==> src/rtl/draw_scheduler.sv <==
`default_nettype none
// ============================================================================
// Module   : draw_scheduler
// Purpose  : Front-end controller for one circle-drawing engine. It queues
//            draw commands in a FIFO, runs one engine job at a time using the
//            start/done handshake, and arbitrates the shared VGA plot port.
//            An optional full-screen clear sweep can also drive that port.
// Ports    : clk, rst_n (synchronous, active-low)
//            cmd_*         valid/ready command input (x, y, radius, colour)
//            clear_req     one-cycle pulse requesting a screen clear
//            eng_start/eng_done, eng_centre_*/eng_radius/eng_colour to engine
//            eng_vga_*     engine pixel stream, vga_* arbitrated pixel output
//            busy, jobs_done  status
// Options  : `define DRAW_SCHED_CLEAR_EN to build the clear sweep.
// Revision : 1.0 - initial release
// ============================================================================
module draw_scheduler #(
    parameter int FIFO_DEPTH = 4,
    parameter int SCREEN_W   = 160,
    parameter int SCREEN_H   = 120
) (
    input  logic        clk,
    input  logic        rst_n,
    input  logic        cmd_valid,
    output logic        cmd_ready,
    input  logic [7:0]  cmd_x,
    input  logic [6:0]  cmd_y,
    input  logic [7:0]  cmd_r,
    input  logic [2:0]  cmd_colour,
    input  logic        clear_req,
    output logic        eng_start,
    input  logic        eng_done,
    output logic [7:0]  eng_centre_x,
    output logic [6:0]  eng_centre_y,
    output logic [7:0]  eng_radius,
    output logic [2:0]  eng_colour,
    input  logic [7:0]  eng_vga_x,
    input  logic [6:0]  eng_vga_y,
    input  logic [2:0]  eng_vga_colour,
    input  logic        eng_vga_plot,
    output logic [7:0]  vga_x,
    output logic [6:0]  vga_y,
    output logic [2:0]  vga_colour,
    output logic        vga_plot,
    output logic        busy,
    output logic [15:0] jobs_done
);

    localparam int             PTR_W    = $clog2(FIFO_DEPTH);
    localparam logic [PTR_W:0] FULL_CNT = (PTR_W+1)'(FIFO_DEPTH);

    typedef enum logic [2:0] {
        S_IDLE    = 3'd0,
        S_LAUNCH  = 3'd1,
        S_WAIT    = 3'd2,
        S_RELEASE = 3'd3
`ifdef DRAW_SCHED_CLEAR_EN
        , S_CLEAR = 3'd4
`endif
    } state_t;

    state_t state_q, state_d;

    // Command FIFO: entry = {x, y, r, colour}
    logic [25:0]      fifo_q [FIFO_DEPTH];
    logic [PTR_W-1:0] wr_ptr_q, rd_ptr_q;
    logic [PTR_W:0]   count_q;
    logic             w_push, w_pop;
    logic [25:0]      w_head;

    logic [15:0]      jobs_done_q;
    logic             w_clear_pend;

    assign cmd_ready = (count_q != FULL_CNT);
    assign w_push    = cmd_valid && cmd_ready;
    assign w_head    = fifo_q[rd_ptr_q];

`ifdef DRAW_SCHED_CLEAR_EN
    localparam logic [7:0] X_LAST = 8'(SCREEN_W - 1);
    localparam logic [6:0] Y_LAST = 7'(SCREEN_H - 1);

    logic       clear_pend_q;
    logic [7:0] cx_q;
    logic [6:0] cy_q;
    logic       w_start_clear;

    assign w_clear_pend = clear_pend_q;

    // Entering CLEAR consumes the pending request; a pulse landing in that
    // same cycle is merged into the sweep that is just starting.
    always_ff @(posedge clk) begin
        if (!rst_n) begin
            clear_pend_q <= 1'b0;
            cx_q         <= 8'd0;
            cy_q         <= 7'd0;
        end else begin
            if (w_start_clear) begin
                clear_pend_q <= 1'b0;
            end else if (clear_req) begin
                clear_pend_q <= 1'b1;
            end
            if (w_start_clear) begin
                cx_q <= 8'd0;
                cy_q <= 7'd0;
            end else if (state_q == S_CLEAR) begin
                if (cx_q == X_LAST) begin
                    cx_q <= 8'd0;
                    cy_q <= cy_q + 7'd1;
                end else begin
                    cx_q <= cx_q + 8'd1;
                end
            end
        end
    end
`else
    // Clear feature absent: request input and screen size have no effect.
    logic [15:0] w_unused;
    assign w_unused     = {clear_req, 15'(SCREEN_W + SCREEN_H)};
    assign w_clear_pend = 1'b0;
`endif

    // ------------------------------------------------------------------
    // Next-state and output decode
    // ------------------------------------------------------------------
    always_comb begin
        state_d    = state_q;
        w_pop      = 1'b0;
        eng_start  = 1'b0;
        vga_x      = 8'd0;
        vga_y      = 7'd0;
        vga_colour = 3'd0;
        vga_plot   = 1'b0;
`ifdef DRAW_SCHED_CLEAR_EN
        w_start_clear = 1'b0;
`endif
        case (state_q)
            S_IDLE: begin
`ifdef DRAW_SCHED_CLEAR_EN
                if (w_clear_pend) begin
                    w_start_clear = 1'b1;
                    state_d       = S_CLEAR;
                end else
`endif
                if (count_q != '0) begin
                    w_pop   = 1'b1;
                    state_d = S_LAUNCH;
                end
            end
            S_LAUNCH: begin
                eng_start = 1'b1;
                state_d   = S_WAIT;
            end
            S_WAIT: begin
                eng_start  = 1'b1;
                vga_x      = eng_vga_x;
                vga_y      = eng_vga_y;
                vga_colour = eng_vga_colour;
                vga_plot   = eng_vga_plot;
                if (eng_done) begin
                    state_d = S_RELEASE;
                end
            end
            S_RELEASE: begin
                state_d = S_IDLE;
            end
`ifdef DRAW_SCHED_CLEAR_EN
            S_CLEAR: begin
                vga_x    = cx_q;
                vga_y    = cy_q;
                vga_plot = 1'b1;
                if ((cx_q == X_LAST) && (cy_q == Y_LAST)) begin
                    state_d = S_IDLE;
                end
            end
`endif
            default: begin
                state_d = S_IDLE;
            end
        endcase
    end

    // ------------------------------------------------------------------
    // State, FIFO pointers, job parameters and completion counter
    // ------------------------------------------------------------------
    always_ff @(posedge clk) begin
        if (!rst_n) begin
            state_q      <= S_IDLE;
            wr_ptr_q     <= '0;
            rd_ptr_q     <= '0;
            count_q      <= '0;
            eng_centre_x <= 8'd0;
            eng_centre_y <= 7'd0;
            eng_radius   <= 8'd0;
            eng_colour   <= 3'd0;
            jobs_done_q  <= 16'd0;
        end else begin
            state_q <= state_d;
            if (w_push) begin
                wr_ptr_q <= wr_ptr_q + 1'b1;
            end
            if (w_pop) begin
                rd_ptr_q <= rd_ptr_q + 1'b1;
                {eng_centre_x, eng_centre_y, eng_radius, eng_colour} <= w_head;
            end
            case ({w_push, w_pop})
                2'b10:   count_q <= count_q + 1'b1;
                2'b01:   count_q <= count_q - 1'b1;
                default: count_q <= count_q;
            endcase
            if (state_q == S_RELEASE) begin
                jobs_done_q <= jobs_done_q + 16'd1;
            end
        end
    end

    // Storage needs no reset: the pointers and count define what is valid.
    always_ff @(posedge clk) begin
        if (w_push) begin
            fifo_q[wr_ptr_q] <= {cmd_x, cmd_y, cmd_r, cmd_colour};
        end
    end

    assign jobs_done = jobs_done_q;
    assign busy      = (state_q != S_IDLE) || (count_q != '0) || w_clear_pend;

endmodule
`default_nettype wire

==> config.mk <==
export PLATFORM = sky130hd
export DESIGN_NAME = draw_scheduler
export DESIGN_NICKNAME = d
export VERILOG_FILES = /design/src/rtl/draw_scheduler.sv
export SDC_FILE = /design/constraint.sdc
export NUM_CORES = 1
export LEC_CHECK = 0
export ABC_AREA = 1
export CORE_MARGIN = 3
export CORE_UTILIZATION = 47
export DETAILED_ROUTE_END_ITERATION = 12
export PLACE_DENSITY_LB_ADDON = 0.25
export REMOVE_ABC_BUFFERS = 1
export SETUP_SLACK_MARGIN = 0.05
export SLEW_MARGIN = 10
export SYNTH_ARGS = -nofsm -noshare
export SYNTH_HDL_FRONTEND = slang
export SYNTH_SLANG_ARGS = --single-unit
export TNS_END_PERCENT = 20
==> constraint.sdc <==
create_clock -name clk -period 2.1 [get_ports clk]
set_input_delay 0.21 -clock clk [delete_from_list [all_inputs] [get_ports clk]]
set_output_delay 0.21 -clock clk [all_outputs]
set_load 0.005 [all_outputs]
==> results.json <==
{
  "status": "finished, final reports clean",
  "clk_latency_ns": 0.42,
  "p_int_mw": 6.60,
  "first_global_vias": 4401,
  "synth_cells": 641,
  "end_kind": "output port",
  "cts-root-buf": "clkbuf_16",
  "rows": 41,
  "power_switching_mw": 3.06,
  "sw_frac_of_total_pct": 31.7,
  "grt_usage_pct": 19.4,
  "start_kind": "flop",
  "drc_errors": 0,
  "tightest_slew_ns": 0.592,
  "overflow": 0,
  "dp.cells": 910,
  "arrival_ns": 1.80,
  "hold_viol_final": 0,
  "fin_nets": 818,
  "cts_buffers": 17,
  "die-width_um": 122,
  "clockBufferDepth": 2,
  "power.share.clock_pct": 28.2,
  "power_frac_seq_pct": 40.7,
  "vdd_drop_max_v": 0.000728,
  "dr.pass1.iters": 5,
  "drv_slew": 0,
  "hold_path.class": "in2reg",
  "antenna_found_initial": 0,
  "route.vias.total": 4666,
  "slowest_delay_ns": 0.50,
  "critPathRequiredTime_ns": 1.89,
  "die_height_um": 122,
  "drt-initial-drc-count": 381,
  "post_layout_nonfiller_instances": 943,
  "grt_max_degree": 56,
  "netlist_area_um2": 6350,
  "maxCapViolations": 0,
  "synth_cell_types": 30,
  "wl_per_cell_um": 14.9,
  "worstPathCellList": "inv_2 > ha_2 > clkbuf_16 > nand2_1 > inv_1 > clkdlybuf4s50_1",
  "hold_buffers": 0,
  "core-area_um2": 12900,
  "min_period_ns": 2.01,
  "dp_hpwl_um": 8500,
  "path_clk_slew_ns": 0.06,
  "hold_slack_ns": 0.174,
  "critPathMaxFanout": 10,
  "path_buf_inv": 4,
  "yosys_warnings": 0,
  "min_period_over_period_pct": 95.5,
  "power_density_nw_per_um2": 1160,
  "ys_ff_latch": 155,
  "ios": 114,
  "tritoncts": "done",
  "crit_slowest_cell": "clkdlybuf4s50_1",
  "p_total_mw": 9.66,
  "ant_nets": 0,
  "synth_seq_area_share_pct": 65.2,
  "clock_skew_ns": 0.00867,
  "rsz0062_at_grt": "true",
  "htree_levels": 4,
  "vias_per_cell": 4.95,
  "syn_avg_cell_area_um2": 9.91,
  "finalSetupViolCount": 0,
  "slew_headroom_pct": 60.5,
  "drive_above_1_share_pct": 8.30,
  "cp_top_family": "buffers and inverters",
  "start_util_pct": 49.1,
  "worstSetupPathType": "reg2out",
  "diodes": 0,
  "dieArea_um2": 15000,
  "area_growth_pct": 30.5,
  "p_leak_nw": 3.21,
  "comb_power_share_pct": 31.0,
  "gp_congestion": 0.803,
  "fmax_mhz": 499,
  "wirelength_um": 14100,
  "grt_pass1_wl_um": 21900,
  "io_buffers": 112,
  "clkSinkCount": 155
}
[cell type report]
type                       instances  area [um2]
multi-input combinational        381        1790
tap                              172         215
timing repair buffer             127        1320
fill                            1024        4630
inverter                          76         290
clock inverter                     9        63.8
sequential                       155        4150
clock buffer                      23         468
[power groups by stage]
stage | clock network, mW | logic, mW | registers [mW]
floorplan | 0 | 1.45 | 4.03
global placement | 0 | 2.82 | 3.97
detailed placement | 0 | 2.91 | 3.99
CTS | 2.78 | 2.94 | 3.93
global route | 2.90 | 3.37 | 3.98
finish | 2.73 | 3.00 | 3.93
[cells by family after synthesis]
kind of cell / count (synthesis) / share of synthesized area (%)
buf+inv: 105 / 7.15
xor+xnor: 3 / 0.414
simple gates: 259 / 16.0
fa+ha+maj: 10 / 2.09
compound gates: 109 / 9.18
flops: 155 / 65.2
[worst reg2reg max path, stage by stage, from the launching register on]
cell and delay [ns]:
dfxtp_1 0.32, inv_2 0.09, ha_4 0.14, nand2_2 0.06, inv_2 0.06, ha_1 0.14
inv_1 0.07, fa_1 0.38, or2_2 0.32, nand2_1 0.09, o21ai_0 0.09, a21oi_1 0.13
[through the flow]
step / worst slack (ns) / cell area [um2] / TNS [ns] / util (%)
2_1_floorplan: -0.258 / 6190 / -10.63 / -
3_3_place_gp: 0.197 / 7710 / 0 / 59.6
3_5_place_dp: 0.0937 / 7710 / 0 / 59.6
4_1_cts: 0.0768 / 8250 / 0 / 63.8
5_1_grt: -0.00505 / 8290 / -0.00828 / 64.2
6_report: 0.0942 / 8290 / 0 / 64.2
[flip-flops by register name, indices dropped and copies added, names as in the netlist]
name          flops
rd_ptr_q          2
fifo_q          104
eng_colour        3
eng_radius        8
count_q           3
eng_centre_y      7
state_q           2
eng_centre_x      8
jobs_done        16
wr_ptr_q          2
[Yosys cell counts]
cell | count | area share (%)
nand2_1 | 104 | 6.1
nand2_2 | 1 | 0.099
inv_1 | 70 | 4.1
fa_1 | 1 | 0.32
clkbuf_2 | 2 | 0.16
a211oi_1 | 1 | 0.12
nand3_1 | 13 | 1.0
a31oi_1 | 26 | 2.6
inv_6 | 1 | 0.14
nor2_1 | 135 | 8.0
nor2_2 | 1 | 0.099
o21bai_1 | 1 | 0.12
buf_6 | 3 | 0.53
xor2_1 | 1 | 0.14
buf_4 | 4 | 0.47
dfxtp_1 | 51 | 16
or2_2 | 1 | 0.099
a21oi_1 | 19 | 1.5
inv_2 | 5 | 0.30
ha_1 | 9 | 1.8
nand3_2 | 1 | 0.16
o21ai_1 | 10 | 0.79
nor2_4 | 1 | 0.18
nand4_1 | 1 | 0.099
buf_2 | 12 | 0.95
o21ai_0 | 52 | 4.1
edfxtp_1 | 104 | 49
nor3_1 | 1 | 0.079
xnor2_1 | 2 | 0.28
clkbuf_1 | 8 | 0.47
[routing by layer]
metal / up-vias / wire [um] / track usage [%]
li1: 2338 / - / -
met2: 141 / 7090 / 34.4
met4: 0 / 187 / 7.21
met1: 2172 / 5880 / 23.0
met5: - / 0 / 0
met3: 15 / 919 / 4.61
[placed cells by master, fill, tap and decap left out, drive strengths merged]
cell type and instances:
nor2 137, clkdlybuf4s50 111, nand2 105, edfxtp 104, inv 78, o21ai 62, dfxtp 51, a31oi 26
clkbuf 24, a21oi 19, buf 15, nand3 14, ha 9, clkinvlp 4, clkinv 3, xnor2 2
nand4 1, xor2 1, o21bai 1, a211oi 1, or2 1, nor3 1, fa 1
[timing repair]
item / 4_1_cts / 5_1_grt
setup buffers: 0 / 0
cloned: 0 / 1
endpoints found under the setup margin: 8 / 20
pin swaps: 0 / 1
resized for setup: 1 / 8
[final timing paths]
| check | start | endpoint | slack [ns] | cells after the start |
|---|---|---|---|---|
| setup / recovery | state_q[0] | vga_y[4] | 0.09 | 6 |
| setup reg to reg | state_q[0] | count_q[2] | 0.15 | 11 |
| hold / removal | rst_n | eng_colour[0] | 0.17 | 3 |
| hold reg to reg | state_q[1] | state_q[1] | 0.49 | 2 |
No activity file was read; power rests on OpenSTA's default activity.
